## src/rtl/mips_pipe_pkg.sv

```systemverilog
// Shared definitions for the MIPS pipeline: inter-stage register control codes,
// hazard sequencer state encoding and the load-use detection helper.
package mips_pipe_pkg;

    localparam logic [1:0] CTL_FLUSH = 2'b00;
    localparam logic [1:0] CTL_ADV   = 2'b01;
    localparam logic [1:0] CTL_HOLD  = 2'b10;

    typedef enum logic [1:0] {
        S_RUN      = 2'b00,
        S_LU       = 2'b01,
        S_MEM_WAIT = 2'b10
    } hz_state_e;

    // A load in EX whose destination is read by the instruction in ID; r0 never stalls.
    function automatic logic load_use(input logic       mem_read,
                                      input logic       reg_write,
                                      input logic [4:0] wr_addr,
                                      input logic [4:0] rs_addr,
                                      input logic [4:0] rt_addr,
                                      input logic       uses_rt);
        return mem_read & reg_write & (wr_addr != 5'd0) &
               ((wr_addr == rs_addr) | (uses_rt & (wr_addr == rt_addr)));
    endfunction

endpackage

```

## src/rtl/pipeline_hazard_ctrl_if.sv

```systemverilog
// Bundle between the pipeline datapath (master) and the hazard sequencer (slave).
interface pipeline_hazard_ctrl_if #(
    parameter int CNT_W = 16
);
    logic [4:0]       id_rs_addr;
    logic [4:0]       id_rt_addr;
    logic             id_uses_rt;
    logic             id_jump;
    logic             ex_mem_read;
    logic             ex_reg_write;
    logic [4:0]       ex_wr_addr;
    logic             ex_branch_taken;
    logic             dmem_req;
    logic             dmem_ready;
    logic             pc_en;
    logic             pc_sel_branch;
    logic [1:0]       if_id_ctl;
    logic [1:0]       id_ex_ctl;
    logic [1:0]       ex_mem_ctl;
    logic [1:0]       mem_wb_ctl;
    logic             mem_err;
    logic [CNT_W-1:0] stall_cycles;
    logic [CNT_W-1:0] flush_events;

    modport master (
        output id_rs_addr, id_rt_addr, id_uses_rt, id_jump,
        output ex_mem_read, ex_reg_write, ex_wr_addr, ex_branch_taken,
        output dmem_req, dmem_ready,
        input  pc_en, pc_sel_branch, if_id_ctl, id_ex_ctl, ex_mem_ctl, mem_wb_ctl,
        input  mem_err, stall_cycles, flush_events
    );

    modport slave (
        input  id_rs_addr, id_rt_addr, id_uses_rt, id_jump,
        input  ex_mem_read, ex_reg_write, ex_wr_addr, ex_branch_taken,
        input  dmem_req, dmem_ready,
        output pc_en, pc_sel_branch, if_id_ctl, id_ex_ctl, ex_mem_ctl, mem_wb_ctl,
        output mem_err, stall_cycles, flush_events
    );
endinterface

```

## src/rtl/sat_counter.sv

```systemverilog
// Event counter that sticks at all-ones instead of wrapping.
module sat_counter #(
    parameter int CNT_W = 16
) (
    input  logic             clk,
    input  logic             reset,
    input  logic             inc,
    output logic [CNT_W-1:0] count
);
    localparam logic [CNT_W-1:0] CNT_MAX = {CNT_W{1'b1}};

    logic [CNT_W-1:0] count_q;

    // Count register with saturation at the maximum value.
    always_ff @(posedge clk or posedge reset) begin
        if (reset) begin
            count_q <= {CNT_W{1'b0}};
        end else if (inc && (count_q != CNT_MAX)) begin
            count_q <= count_q + CNT_W'(1);
        end else begin
            count_q <= count_q;
        end
    end

    assign count = count_q;
endmodule

```

## src/rtl/pipeline_hazard_ctrl.sv

```systemverilog
// Hazard sequencer for the 5-stage pipeline: drives stage-register control codes and
// the PC enable for load-use stalls, branch/jump flushes and dmem waits with timeout.
module pipeline_hazard_ctrl
    import mips_pipe_pkg::*;
#(
    parameter int MEM_TIMEOUT = 16,
    parameter int CNT_W       = 16
) (
    input  logic                   clk,
    input  logic                   reset,
    pipeline_hazard_ctrl_if.slave  hz
);
    localparam int WCW = $clog2(MEM_TIMEOUT + 1);

    hz_state_e      state_q, state_d;
    logic [WCW-1:0] wait_cnt_q, wait_cnt_d;
    logic           mem_err_q, mem_err_d;

    logic       pc_en_s, pc_sel_s, flush_inc_s, stall_inc_s, lu_s, mem_stall_s;
    logic [1:0] if_id_s, id_ex_s, ex_mem_s, mem_wb_s;

    assign lu_s = load_use(hz.ex_mem_read, hz.ex_reg_write, hz.ex_wr_addr,
                           hz.id_rs_addr, hz.id_rt_addr, hz.id_uses_rt);
    assign mem_stall_s = hz.dmem_req & ~hz.dmem_ready;

    // State, wait counter and sticky timeout flag.
    always_ff @(posedge clk or posedge reset) begin
        if (reset) begin
            state_q    <= S_RUN;
            wait_cnt_q <= {WCW{1'b0}};
            mem_err_q  <= 1'b0;
        end else begin
            state_q    <= state_d;
            wait_cnt_q <= wait_cnt_d;
            mem_err_q  <= mem_err_d;
        end
    end

    // Next-state and control-code decode; outputs follow state and inputs directly.
    always_comb begin
        state_d     = state_q;
        wait_cnt_d  = wait_cnt_q;
        mem_err_d   = mem_err_q;
        pc_en_s     = 1'b1;
        pc_sel_s    = 1'b0;
        if_id_s     = CTL_ADV;
        id_ex_s     = CTL_ADV;
        ex_mem_s    = CTL_ADV;
        mem_wb_s    = CTL_ADV;
        flush_inc_s = 1'b0;
        if (reset) begin
            pc_en_s    = 1'b0;
            if_id_s    = CTL_FLUSH;
            id_ex_s    = CTL_FLUSH;
            ex_mem_s   = CTL_FLUSH;
            mem_wb_s   = CTL_FLUSH;
            state_d    = S_RUN;
            wait_cnt_d = {WCW{1'b0}};
            mem_err_d  = 1'b0;
        end else begin
            case (state_q)
                S_RUN, S_LU: begin
                    if (mem_stall_s) begin
                        pc_en_s    = 1'b0;
                        if_id_s    = CTL_HOLD;
                        id_ex_s    = CTL_HOLD;
                        ex_mem_s   = CTL_HOLD;
                        mem_wb_s   = CTL_FLUSH;
                        state_d    = S_MEM_WAIT;
                        wait_cnt_d = WCW'(1);
                    end else if (hz.ex_branch_taken) begin
                        pc_sel_s    = 1'b1;
                        if_id_s     = CTL_FLUSH;
                        id_ex_s     = CTL_FLUSH;
                        state_d     = S_RUN;
                        flush_inc_s = 1'b1;
                    end else if (lu_s && (state_q == S_RUN)) begin
                        // S_LU skips this check so each load costs exactly one bubble.
                        pc_en_s = 1'b0;
                        if_id_s = CTL_HOLD;
                        id_ex_s = CTL_FLUSH;
                        state_d = S_LU;
                    end else if (hz.id_jump) begin
                        if_id_s     = CTL_FLUSH;
                        state_d     = S_RUN;
                        flush_inc_s = 1'b1;
                    end else begin
                        state_d = S_RUN;
                    end
                end
                S_MEM_WAIT: begin
                    if (hz.dmem_ready) begin
                        state_d    = S_RUN;
                        wait_cnt_d = {WCW{1'b0}};
                    end else if (wait_cnt_q == WCW'(MEM_TIMEOUT)) begin
                        mem_err_d  = 1'b1;
                        state_d    = S_RUN;
                        wait_cnt_d = {WCW{1'b0}};
                    end else begin
                        pc_en_s    = 1'b0;
                        if_id_s    = CTL_HOLD;
                        id_ex_s    = CTL_HOLD;
                        ex_mem_s   = CTL_HOLD;
                        mem_wb_s   = CTL_FLUSH;
                        wait_cnt_d = wait_cnt_q + WCW'(1);
                    end
                end
                default: begin
                    state_d    = S_RUN;
                    wait_cnt_d = {WCW{1'b0}};
                end
            endcase
        end
    end

    assign stall_inc_s = ~pc_en_s & ~reset;

    sat_counter #(.CNT_W(CNT_W)) u_stall_cnt (
        .clk   (clk),
        .reset (reset),
        .inc   (stall_inc_s),
        .count (hz.stall_cycles)
    );

    sat_counter #(.CNT_W(CNT_W)) u_flush_cnt (
        .clk   (clk),
        .reset (reset),
        .inc   (flush_inc_s),
        .count (hz.flush_events)
    );

    assign hz.pc_en         = pc_en_s;
    assign hz.pc_sel_branch = pc_sel_s;
    assign hz.if_id_ctl     = if_id_s;
    assign hz.id_ex_ctl     = id_ex_s;
    assign hz.ex_mem_ctl    = ex_mem_s;
    assign hz.mem_wb_ctl    = mem_wb_s;
    assign hz.mem_err       = mem_err_q;
endmodule

```

## src/flat_wrapper.sv

```systemverilog
// flat-port wrapper written by rule: the top's interface ports become plain ports
module pipeline_hazard_ctrl_flat import mips_pipe_pkg::*;
#(
    parameter int MEM_TIMEOUT = 16,
    parameter int CNT_W       = 16
)
  (clk, reset, hz_id_rs_addr, hz_id_rt_addr, hz_id_uses_rt, hz_id_jump, hz_ex_mem_read, hz_ex_reg_write, hz_ex_wr_addr, hz_ex_branch_taken, hz_dmem_req, hz_dmem_ready, hz_pc_en, hz_pc_sel_branch, hz_if_id_ctl, hz_id_ex_ctl, hz_ex_mem_ctl, hz_mem_wb_ctl, hz_mem_err, hz_stall_cycles, hz_flush_events);
  pipeline_hazard_ctrl_if #(.CNT_W(CNT_W)) hz_i ();
  input  logic clk;
  input  logic reset;
  input wire logic [$bits(hz_i.id_rs_addr)-1:0] hz_id_rs_addr;
  input wire logic [$bits(hz_i.id_rt_addr)-1:0] hz_id_rt_addr;
  input wire logic [$bits(hz_i.id_uses_rt)-1:0] hz_id_uses_rt;
  input wire logic [$bits(hz_i.id_jump)-1:0] hz_id_jump;
  input wire logic [$bits(hz_i.ex_mem_read)-1:0] hz_ex_mem_read;
  input wire logic [$bits(hz_i.ex_reg_write)-1:0] hz_ex_reg_write;
  input wire logic [$bits(hz_i.ex_wr_addr)-1:0] hz_ex_wr_addr;
  input wire logic [$bits(hz_i.ex_branch_taken)-1:0] hz_ex_branch_taken;
  input wire logic [$bits(hz_i.dmem_req)-1:0] hz_dmem_req;
  input wire logic [$bits(hz_i.dmem_ready)-1:0] hz_dmem_ready;
  output wire logic [$bits(hz_i.pc_en)-1:0] hz_pc_en;
  output wire logic [$bits(hz_i.pc_sel_branch)-1:0] hz_pc_sel_branch;
  output wire logic [$bits(hz_i.if_id_ctl)-1:0] hz_if_id_ctl;
  output wire logic [$bits(hz_i.id_ex_ctl)-1:0] hz_id_ex_ctl;
  output wire logic [$bits(hz_i.ex_mem_ctl)-1:0] hz_ex_mem_ctl;
  output wire logic [$bits(hz_i.mem_wb_ctl)-1:0] hz_mem_wb_ctl;
  output wire logic [$bits(hz_i.mem_err)-1:0] hz_mem_err;
  output wire logic [$bits(hz_i.stall_cycles)-1:0] hz_stall_cycles;
  output wire logic [$bits(hz_i.flush_events)-1:0] hz_flush_events;
  assign hz_i.id_rs_addr = hz_id_rs_addr;
  assign hz_i.id_rt_addr = hz_id_rt_addr;
  assign hz_i.id_uses_rt = hz_id_uses_rt;
  assign hz_i.id_jump = hz_id_jump;
  assign hz_i.ex_mem_read = hz_ex_mem_read;
  assign hz_i.ex_reg_write = hz_ex_reg_write;
  assign hz_i.ex_wr_addr = hz_ex_wr_addr;
  assign hz_i.ex_branch_taken = hz_ex_branch_taken;
  assign hz_i.dmem_req = hz_dmem_req;
  assign hz_i.dmem_ready = hz_dmem_ready;
  assign hz_pc_en = hz_i.pc_en;
  assign hz_pc_sel_branch = hz_i.pc_sel_branch;
  assign hz_if_id_ctl = hz_i.if_id_ctl;
  assign hz_id_ex_ctl = hz_i.id_ex_ctl;
  assign hz_ex_mem_ctl = hz_i.ex_mem_ctl;
  assign hz_mem_wb_ctl = hz_i.mem_wb_ctl;
  assign hz_mem_err = hz_i.mem_err;
  assign hz_stall_cycles = hz_i.stall_cycles;
  assign hz_flush_events = hz_i.flush_events;
  pipeline_hazard_ctrl #(.MEM_TIMEOUT(MEM_TIMEOUT), .CNT_W(CNT_W)) u_core (.clk(clk), .reset(reset), .hz(hz_i));
endmodule
```

## config.mk

```make
export PLATFORM = sky130hd
export DESIGN_NAME = pipeline_hazard_ctrl_flat
export DESIGN_NICKNAME = d
export VERILOG_FILES = /design/src/rtl/mips_pipe_pkg.sv /design/src/rtl/pipeline_hazard_ctrl_if.sv /design/src/rtl/sat_counter.sv /design/src/rtl/pipeline_hazard_ctrl.sv /design/src/flat_wrapper.sv
export SDC_FILE = /design/constraint.sdc
export NUM_CORES = 1
export LEC_CHECK = 0
export ABC_CLOCK_PERIOD_IN_PS = 3000
export BUFFER_PORTS_ARGS = -buffer_cell sky130_fd_sc_hd__buf_2
export CORE_MARGIN = 3
export CORE_UTILIZATION = 50
export DETAILED_ROUTE_END_ITERATION = 8
export GPL_ROUTABILITY_DRIVEN = 1
export PLACE_DENSITY = 0.8
export SLEW_MARGIN = 25
export SYNTH_ARGS = -nofsm -noshare
export SYNTH_HDL_FRONTEND = slang
export SYNTH_SLANG_ARGS = --single-unit
```

## constraint.sdc

```tcl
create_clock -name clk -period 3 [get_ports clk]
set_input_delay 0.3 -clock clk [delete_from_list [all_inputs] [get_ports clk]]
set_output_delay 0.3 -clock clk [all_outputs]
set_load 0.01 [all_outputs]
```

* Word level (Yosys, flattened, before mapping)
Index checks and enable logic that the tools add are counted.
Storage, ports and cells: register bits 40, output and inout bits 43, word-level logic and storage cells 91, input bits 24
Operators by class: equal/unequal tests 10, mux-type cells 54, $add $sub $neg 3, bitwise operators 10, reduce and logical (&&, ||, !) cells 9
Operator list (count):
- 2-bit 2-to-1 mux | 18
- 16-bit by 1-bit adder with 16-bit output, second input constant | 2
- 16-bit inequality test, second input constant | 2
- 1-bit 2-to-1 mux | 25
- 5-bit 2-to-1 mux | 4
- 2-bit one-hot mux with 2 select lines | 5
- 5-bit == test | 2
- 5-bit one-hot mux with 2 select lines | 1
- 1-bit AND | 6
- 5-bit by 1-bit adder with 5-bit output, second input constant | 1
- 5-bit == test, second input constant | 1
- 5-bit nonzero test | 1
- 4-bit by 3-bit inequality test with 1-bit output, second input constant | 1
- 2-bit nonzero test | 2
- 1-bit logical AND | 3
- 3-bit by 2-bit inequality test with 1-bit output, second input constant | 1
- 1-bit inverter | 3
- 3-bit AND reduction | 1
- 2-bit by 1-bit == test with 1-bit output, second input constant | 1
- 2-bit == test, second input constant | 1
- 2-bit logical NOT | 1
- 2-bit inequality test, second input constant | 1
- 1-bit one-hot mux with 2 select lines | 1
- 2-bit OR reduction | 1
- 1-bit OR | 1

* Depth between registers and ports, before layout
Gate-level depths: netlist (run 1).
depth after elaboration 13, depth in mapped cells 9, mapped depth without buffers 8

* Hierarchy
From an unflattened synthesis (run 1), not the netlist that was laid out.
Unflattened totals: cell total of the unflattened synthesis 223, area total of the unflattened synthesis 2301.0 µm²
By module, submodules not included:
- sat_counter (u_core.u_flush_cnt) | area an instance 805.8 µm², cells an instance 71, sequential area each 400.4 µm², instances 1
- sat_counter (u_core.u_stall_cnt) | area an instance 753.2 µm², cells an instance 67, sequential area each 400.4 µm², instances 1
- pipeline_hazard_ctrl | area an instance 742.0 µm², cells an instance 85, sequential area each 200.2 µm², instances 1

* Worst setup path after synthesis (run 1)
No wires, ideal clock.
path type input -> register, start point in reset, end point reg u_core.u_stall_cnt.count_q[12] (netlist: u_core.u_stall_cnt.count[12]), data required time 2.921 ns, setup slack 0.414 ns, path buffers 2, stages on the path 7, arrival time 2.507 ns, setup time 0.079 ns, cells stage by stage clkbuf_1 inv_1 and3_2 a31oi_2 buf_6 nor4_1 xor2_1
Between the ends: longest elaborated chain between the ends 4, elaborated cells on any way between the ends 5, those cells by class mux: 1; bitwise: 3; reduce/logical: 1
RTL lines:
- start: declaration | RTL line flat_wrapper.sv:10 | input logic reset;
- 1-bit 2-to-1 mux | RTL line pipeline_hazard_ctrl.sv:51 | if (reset) begin
- 1-bit inverter | RTL line pipeline_hazard_ctrl.sv:116 | assign stall_inc_s = ~pc_en_s & ~reset;
- 1-bit AND * | RTL line pipeline_hazard_ctrl.sv:116
- 1-bit logical AND * | RTL line sat_counter.sv:18 | end else if (inc && (count_q != CNT_MAX)) begin
- end signal: assignment | RTL line sat_counter.sv:17 | count_q <= {CNT_W{1'b0}};
- end signal: assignment | RTL line sat_counter.sv:19 | count_q <= count_q + CNT_W'(1);
- end signal: assignment | RTL line sat_counter.sv:21 | count_q <= count_q;
- end: declaration | RTL line sat_counter.sv:12 | logic [CNT_W-1:0] count_q;
Mark *: on every way between the ends. The rest lies on a longest branch, timed or not. A chain may end at the register's enable or synchronous reset.

* Worst setup path in the final report (run 1)
start point reg u_core.wait_cnt_q[0], end point out hz_if_id_ctl[1]
Between the ends: longest elaborated chain between the ends 5
RTL lines:
- start: declaration | RTL line pipeline_hazard_ctrl.sv:16 | logic [WCW-1:0] wait_cnt_q, wait_cnt_d;
- start signal: assignment | RTL line pipeline_hazard_ctrl.sv:30 | wait_cnt_q <= {WCW{1'b0}};
- start signal: assignment | RTL line pipeline_hazard_ctrl.sv:34 | wait_cnt_q <= wait_cnt_d;
- 5-bit == test | RTL line pipeline_hazard_ctrl.sv:95 | end else if (wait_cnt_q == WCW'(MEM_TIMEOUT)) begin
- 2-bit 2-to-1 mux | RTL line pipeline_hazard_ctrl.sv:95
- 2-bit 2-to-1 mux | RTL line pipeline_hazard_ctrl.sv:92 | if (hz.dmem_ready) begin
- 2-bit one-hot mux with 2 select lines | RTL line pipeline_hazard_ctrl.sv:61 | case (state_q)
- 2-bit 2-to-1 mux | RTL line pipeline_hazard_ctrl.sv:51
- end: declaration | RTL line flat_wrapper.sv:23 | output wire logic [$bits(hz_i.if_id_ctl)-1:0] hz_if_id_ctl;
Every way passes these cells.

==> reports/results.txt, run 1 <==
Summing all placed instances gives a cell area of 2640 um^2. The average wire per cell in the routed design is 14.0 um, and the number of clock buffers inserted by TritonCTS is 5. The reported net switching power is 0.466 mW. The biggest area contributor in the post-synthesis netlist is dfrtp_1. The clock network is responsible for 29.1% of the overall power. Broken down by cell family, the worst path's largest delay share belongs to compound AO/OA/AOI/OAI gates. The root buffer cell chosen for the clock tree is clkbuf_8. The power density over cell area is 542 nW/um^2, and the horizontal die dimension is 73.7 um.

By area the synthesized netlist is led by dfrtp_1, xnor2_1, xor2_1. The run gives 2290 um^2 as the combined area of all synthesized cells. The setup clock skew after layout is 8.18 ps. The count of endpoints failing setup in the final report came out at 0. TritonCTS built the clock tree.

The final layout contains routed wiring with a total length of 4790 um. For this run, the top clock speed supported by timing is 383 MHz. The number of hold buffers added after CTS was 0. Counting I/O delays and the setup requirement, the final critical path takes 2610 ps.

The quantity of gates resized following cts was 0; the area growth from synthesis to layout was 19.6%. The share of synthesized registers carrying an async set or reset works out to 100%. The number of global-route vias before repair came out at 1,771. Once the clock tree was built, the setup fixing pass inserted 0 buffers. The worst setup path is launched from a flop. The floorplan has 24 rows. The final layout contains 318 nets. Max-cap violations in this run came to 0. Once detail routing completed, the nets flagged for antenna violations numbered 0. In the routed layout, each cell is associated on average with a via count of 5.50.

The count of unique library cells instantiated by Yosys was 48. The number of storage elements in the synthesis netlist works out to 40. The share of total power dissipated in sequential elements is 47.9%.

Among all flip-flop cells after synthesis, the most frequent one is dfrtp_1. The critical path contains buffers and inverters numbering 3 combined. Die extent in y: 73.7 um. VDD sags by at most 0.000329 V.

In this run, the combinational gates consume 22.9% of the power. Switching power share of the total: 31.3%. Walking the worst path, the cells encountered are inv_1 > ha_1 > and4bb_2 > o22ai_1 > and3_2 > a31oi_2 > inv_1 > buf_2. The largest single stage delay on the critical path is 510 ps.

The synthesized net count was 253. The floorplan step defined a die boundary enclosing 5440 um^2. The total area inside the core boundary comes to 4380 um^2. Total negative setup slack: 0 ps. The first TritonRoute pass finished after 4 iterations.

In this run the worst hold path is classified as primary input to async pin. Cells fill 62.6% of the core in the end. The clock sink total is 40. Setup repair after global routing left no endpoint under its margin. After synthesis, the mean cell area works out to 10.2 um^2.

The post-synthesis instance total is 225. Of the cells placed in the final design, the portion with a size suffix greater than 1 is 28.5%. The worst pin sits at a relative slew slack of 59.3%. After global routing the overflow that remains totals 0. The tools report the startpoint of the worst-slack reg-to-reg timing path as u_core.wait_cnt_q[0].

The clock tree synthesis step divided the H-tree into 2 levels. Combined global-route utilization of all metal layers: 18.7%. For the count of final hold-check violations, the log shows 0. The run gives 0 as the final-report max-slew violation count. The run finished with clean final reports. The final cycle utilization of the critical path came out at 86.9%.

The logs give 42 for the pin count of the biggest net entering global routing and 1.02 mW for the cell internal power dissipation. In this run the worst path has a maximum fanout of 13. For the worst setup path, the data arrival time is 2310 ps. Number of antenna violations at the first check in global routing: 0. Master of the slowest instance on the critical path: a31oi_2.

The kind of critical path was flop to output port. The latest clock arrival within the worst-skew pair was 290 ps. Summed over all cells, the static leakage comes to 1.35 nW. The transition time at the pin with the least slew margin was 609 ps.

Summing all non-filler instances in the final layout gives an area of 2750 um^2. The cell that appears most often on the critical path is inv_1. For the placer's final routability congestion estimate, the log shows 0.794. Kind of end point of the critical path: an output port. The number of inserted diodes is 0, and the share of Yosys cell area claimed by the top area cell type is 43.6%.

After the first detailed-routing iteration, the DRC count stood at 100. The most critical setup path has its startpoint at u_core.wait_cnt_q[0]. The routed layout has 1,886 vias.

In this run the deepest clock path goes through 2 buffers. The sequential fraction of the synthesis area came out at 43.6%. Data on the critical path is required at its endpoint by 2700 ps.

For the initial standard-cell utilization of the core, the log shows 52.3%. Clock-pin slew was measured on the worst setup and hold paths at 80 ps. During synthesis, Yosys emitted a total of 0 warnings. The HPWL after detailed placement is 3640 um. The total of buffers placed on input and output ports was 65; the wire length of the first global-routing pass was 7990 um. The number of enable-type register cells in the synthesized netlist works out to 0.

The detailed-route DRC error count is 0. During I/O placement, the number of pins put on the boundary was 67.
[synth_stat cells, types with 2 or more instances]
| library cell | n |
|---|---|
| a21oi_1 | 4 |
| and2_1 | 4 |
| and3_1 | 8 |
| and4_1 | 6 |
| buf_2 | 2 |
| buf_4 | 2 |
| buf_6 | 2 |
| clkbuf_1 | 2 |
| dfrtp_1 | 40 |
| ha_1 | 4 |
| inv_1 | 7 |
| nand2_1 | 17 |
| nand3_1 | 14 |
| nand3b_1 | 2 |
| nand4_1 | 10 |
| nor2_1 | 11 |
| nor2b_1 | 2 |
| nor3_1 | 4 |
| nor3b_1 | 2 |
| nor4_1 | 7 |
| nor4b_1 | 4 |
| o21ai_0 | 5 |
| o22ai_1 | 2 |
| o31ai_1 | 2 |
| xnor2_1 | 24 |
| xor2_1 | 16 |
[worst reg2reg max path, stage by stage, from the launching register on]
cell and delay (ps):
dfrtp_1 430, inv_1 80, ha_1 130, and4bb_2 270
o22ai_1 100, and3_2 260, a31oi_2 510, nor2_1 170
mux2_2 300
[worst paths after layout]
check,end,slack [ps],cells past startpoint
min in group clk,u_core.hz.mem_err,340,2
setup / recovery,hz_if_id_ctl[1],390,8
max in group asynchronous,u_core.u_flush_cnt.count[12],2380,3
hold reg to reg,u_core.u_stall_cnt.count[14],490,1
hold / removal,u_core.state_q[1],240,3
setup reg to reg,u_core.u_stall_cnt.count[1],660,8
[power groups by stage]
stage          Sequential [mW]  Clock, mW  Combinational, mW
3_5_place_dp             0.721          0              0.346
3_3_place_gp             0.720          0              0.338
5_1_grt                  0.731      0.466              0.381
6_report                 0.713      0.433              0.341
2_1_floorplan            0.743          0              0.178
4_1_cts                  0.711      0.446              0.348
[sequential cells by signal, indices dropped and copies added (netlist names)]
name                      count
u_core.hz.mem_err             1
u_core.state_q                2
u_core.u_flush_cnt.count     16
u_core.u_stall_cnt.count     16
u_core.wait_cnt_q             5
[layout by cell type (no fill, tap or decap), types with 2 or more instances in the layout]
cell	Yosys	layout
o31ai_1	2	2
nor3b_1	2	2
ha_1	4	4
inv_1	7	7
nand4_1	10	10
o21ai_0	5	5
a21oi_1	4	4
dfrtp_1	40	40
nor2b_1	2	2
xor2_1	16	16
buf_2	2	65
clkbuf_8	0	5
nor2_1	11	11
nor4b_1	4	4
o22ai_1	2	2
xnor2_1	24	24
nand3_1	14	14
and4_1	6	6
nand2_1	17	17
and3_1	8	8
nor3_1	4	4
and2_1	4	4
nand3b_1	2	2
nor4_1	7	7
[cell type report]
class | instances | area, um^2
clock inverter | 2 | 35.0
fill | 381 | 1640
timing repair buffer | 66 | 333
clock buffer | 6 | 72.6
multi-input combinational | 170 | 1210
sequential | 40 | 1000
inverter | 7 | 26.3
tap | 52 | 65.1
[per-layer routing]
| metal | wire (um) | part of all wire, % | vias to the layer above | track usage [%] |
|---|---|---|---|---|
| met5 | 0 | 0 | - | 0 |
| met4 | 87 | 1.8 | 0 | 8.25 |
| met3 | 266 | 5.6 | 9 | 4.10 |
| met2 | 2340 | 49 | 39 | 30.8 |
| met1 | 2090 | 44 | 894 | 23.2 |
| li1 | - | - | 944 | - |
[stage by stage]
step | std cells | setup WS (ps) | hold slack [ps] | power, mW
floorplan | 225 | 414 | 438 | 0.921
global placement | 335 | 707 | 465 | 1.06
detailed placement | 335 | 665 | 471 | 1.07
CTS | 343 | 399 | 276 | 1.50
global route | 343 | 200 | 331 | 1.58
finish | 343 | 392 | 245 | 1.49
[logic make-up after synthesis]
family          count (synthesis)  share of synthesized area (%)
fa+ha+maj                       4                           2.18
other cells                     1                          0.163
compound gates                 21                           6.76
mux                             2                          0.981
buf+inv                        15                           3.54
xor+xnor                       40                           15.3
flops                          40                           43.6
simple gates                  102                           27.5
(Power assumes the default switching activity.)
==> inputs of run 2 (changes only) <==
RECOVER_POWER = 25   (was not set)
==> reports/results.txt, run 2 (same netlist as run 1, synthesis figures left out) <==
Global routing used 18.7% of the available tracks across all layers. After detailed placement, the design holds a cell count of 335. The critical path is of the flop to output port type. Measured on the finished design, the core utilization comes to 62.5%. For the final instance area, the log shows 2740 um^2. The transition time at the pin with the least slew margin is 2140 ps, and the total congestion overflow after global routing is 0. Summing all multi-input logic gate instances after layout gives 1210 um^2.

The combinational share of power was 22.9%. Summed over all cells, the static leakage comes to 1.34 nW. The final reports fail on capacitance limit, slew limit. The average wire per cell in the routed design works out to 13.9 um. Based on the critical path, the design can be clocked at up to 384 MHz.

Type of the tightest min-delay check: primary input to flop. The tools report the type of element launching the critical path as a flop. Setup repair after global routing left no endpoint under its margin. The count of nets left with antenna violations once routing finished came out at 0. The largest driver fanout on the critical path is 13.

Dividing the final minimum period by the clock period gives 86.7%. The number of buffers and inverters on the critical path was 3. Power density over cell area: 542 nW/um^2.

Across the whole layout, storage elements account for 1000 um^2. The run gives 1 as the reported max-cap violation count. The kind of cell adding the most delay to the critical path is compound AO/OA/AOI/OAI gates.

Once the floorplan was initialized, standard cells occupied 52.3% of the core. The count of endpoints failing setup in the final report was 0. The largest single stage delay on the critical path is 510 ps. The clock transition at the register clock pins on the worst setup and hold paths after CTS works out to 80 ps. Detailed placement ended at an HPWL of 3640 um. The critical path goes through inv_1 > ha_1 > and4bb_2 > o22ai_1 > and3_2 > a31oi_2 > inv_1 > buf_2. At the later pin of the worst-skew pair, clock insertion delay measures 290 ps. The number of clock buffers inserted by TritonCTS came out at 5. Data on the critical path is required at its endpoint by 2700 ps. Data on the critical path arrives at its endpoint at 2300 ps. CTS built an H-tree with a depth of 2. Buffer cell driving the clock tree root: clkbuf_8. The logs give 7990 um for the wire length of the first global-routing pass and 40 for the clock sink total.

The largest voltage drop on the vdd net is 0.000328 V. The tools report the sequential share of power as 48.0%. The die covers 5440 um^2. After detailed placement, the total cell area comes to 2640 um^2.

On the final layout, the worst clock skew is 6.21 ps. The quantity of gates resized following cts is 0. The via total after detailed routing was 1,895; the part of the power in the clock network was 29.1%. Number of global-route vias before repair: 1,771. In this run the deepest clock path goes through 2 buffers. The number of cells in the finished layout apart from fillers came out at 343.

Most common cell after layout, fill and taps aside: buf_2. Leaving out fill and tap cells, the most frequent cells in the layout are buf_2, dfrtp_1, xnor2_1, nand2_1, xor2_1. The number of optimization iterations in the first detailed-route pass was 4; the total of buffers placed on input and output ports was 65. The horizontal die dimension was 73.7 um.

Buffers inserted during post-CTS setup optimization: 0. The core area came out at 4380 um^2. The kind of end point of the critical path is an output port. The total power of the final layout was 1.48 mW. In the final layout, the share of cells above drive strength 1 is 27.8%. The number of antenna diodes in the final layout is 0. Counting stages on the worst path, the most repeated cell is inv_1.

Among all stages on the critical path, the largest delay is contributed by a31oi_2. In the final design database the tool counted 318 nets. Total negative setup slack: 0 ps.

The count of final hold-check violations was 0; the count of hold-fix buffers inserted at cts was 0. The filler cells instantiated in the layout total 381. In this run the vertical extent of the chip is 73.7 um. The flow ran to the end, but the final reports show violations.

The final-report max-slew violation count is 42. Wires add up to 4780 um. The worst max-slew margin expressed relative to the limit was -42.9%. Routability-driven placement finished with a final weighted congestion of 0.794. TritonCTS built the clock tree. The minimum clock period came out at 2600 ps. The number of antenna violations at the first check in global routing is 0. The floorplan has 24 rows. The reported net switching power is 0.463 mW, and the switching power share of the total is 31.2%. In the routed layout, each cell is associated on average with a via count of 5.52. Cell internal power dissipation: 1.02 mW. The logs give 0 for the detailed-route DRC error count and 113 for the number of DRC violations after detailed-routing iteration 0. Pin count of the biggest net entering global routing: 42. Area growth from synthesis to layout: 19.4%. During I/O placement, the number of pins put on the boundary was 67.
run 2: final timing paths:
kind / startpoint / to / slack (ps) / depth (start not counted)
worst max-delay path: u_core.wait_cnt_q[0] / hz_if_id_ctl[1] / 400 / 8
min in group asynchronous: reset / u_core.state_q[1] / 1040 / 3
worst min register to register: u_core.u_stall_cnt.count[6] / u_core.u_stall_cnt.count[6] / 490 / 1
worst min-delay path: hz_dmem_ready / u_core.hz.mem_err / 390 / 4
worst max register to register: u_core.wait_cnt_q[0] / u_core.u_stall_cnt.count[1] / 660 / 8
max in group asynchronous: reset / u_core.u_stall_cnt.count[0] / 740 / 3
run 2: cell type report:
class                           instances  area share [%]
Multi-Input combinational cell        170            44.2
Sequential cell                        40            36.5
Timing Repair Buffer                   66            12.0
Clock buffer                            6            2.65
Tap cell                               52            2.37
Clock inverter                          2            1.28
Inverter                                7           0.959
run 2: layer usage:
metal	up-vias	global-route usage [%]	part of all wire (%)
li1	943	-	-
met1	897	23.2	43
met2	46	30.8	49
met3	9	4.10	6.2
met4	0	8.25	1.8
met5	-	0	0
run 2: power by group through the flow:
| stage | clock network, mW | logic (mW) | registers, mW |
|---|---|---|---|
| 5_1_grt | 0.466 | 0.380 | 0.731 |
| 3_5_place_dp | 0 | 0.346 | 0.721 |
| 2_1_floorplan | 0 | 0.178 | 0.743 |
| 3_3_place_gp | 0 | 0.338 | 0.720 |
| 4_1_cts | 0.446 | 0.348 | 0.711 |
| 6_report | 0.431 | 0.340 | 0.712 |
run 2: worst reg2reg max path: stages, from the launching register on:
cell and delay (ps):
dfrtp_1 430, inv_1 80, ha_1 130, and4bb_2 270, o22ai_1 100, and3_2 260, a31oi_2 510, nor2_1 170
mux2_2 300
run 2: per-stage QoR:
stage	setup WS, ps	hold slack (ps)
2_1_floorplan	414	438
3_3_place_gp	707	465
3_5_place_dp	665	471
4_1_cts	399	276
5_1_grt	197	418
6_report	398	385
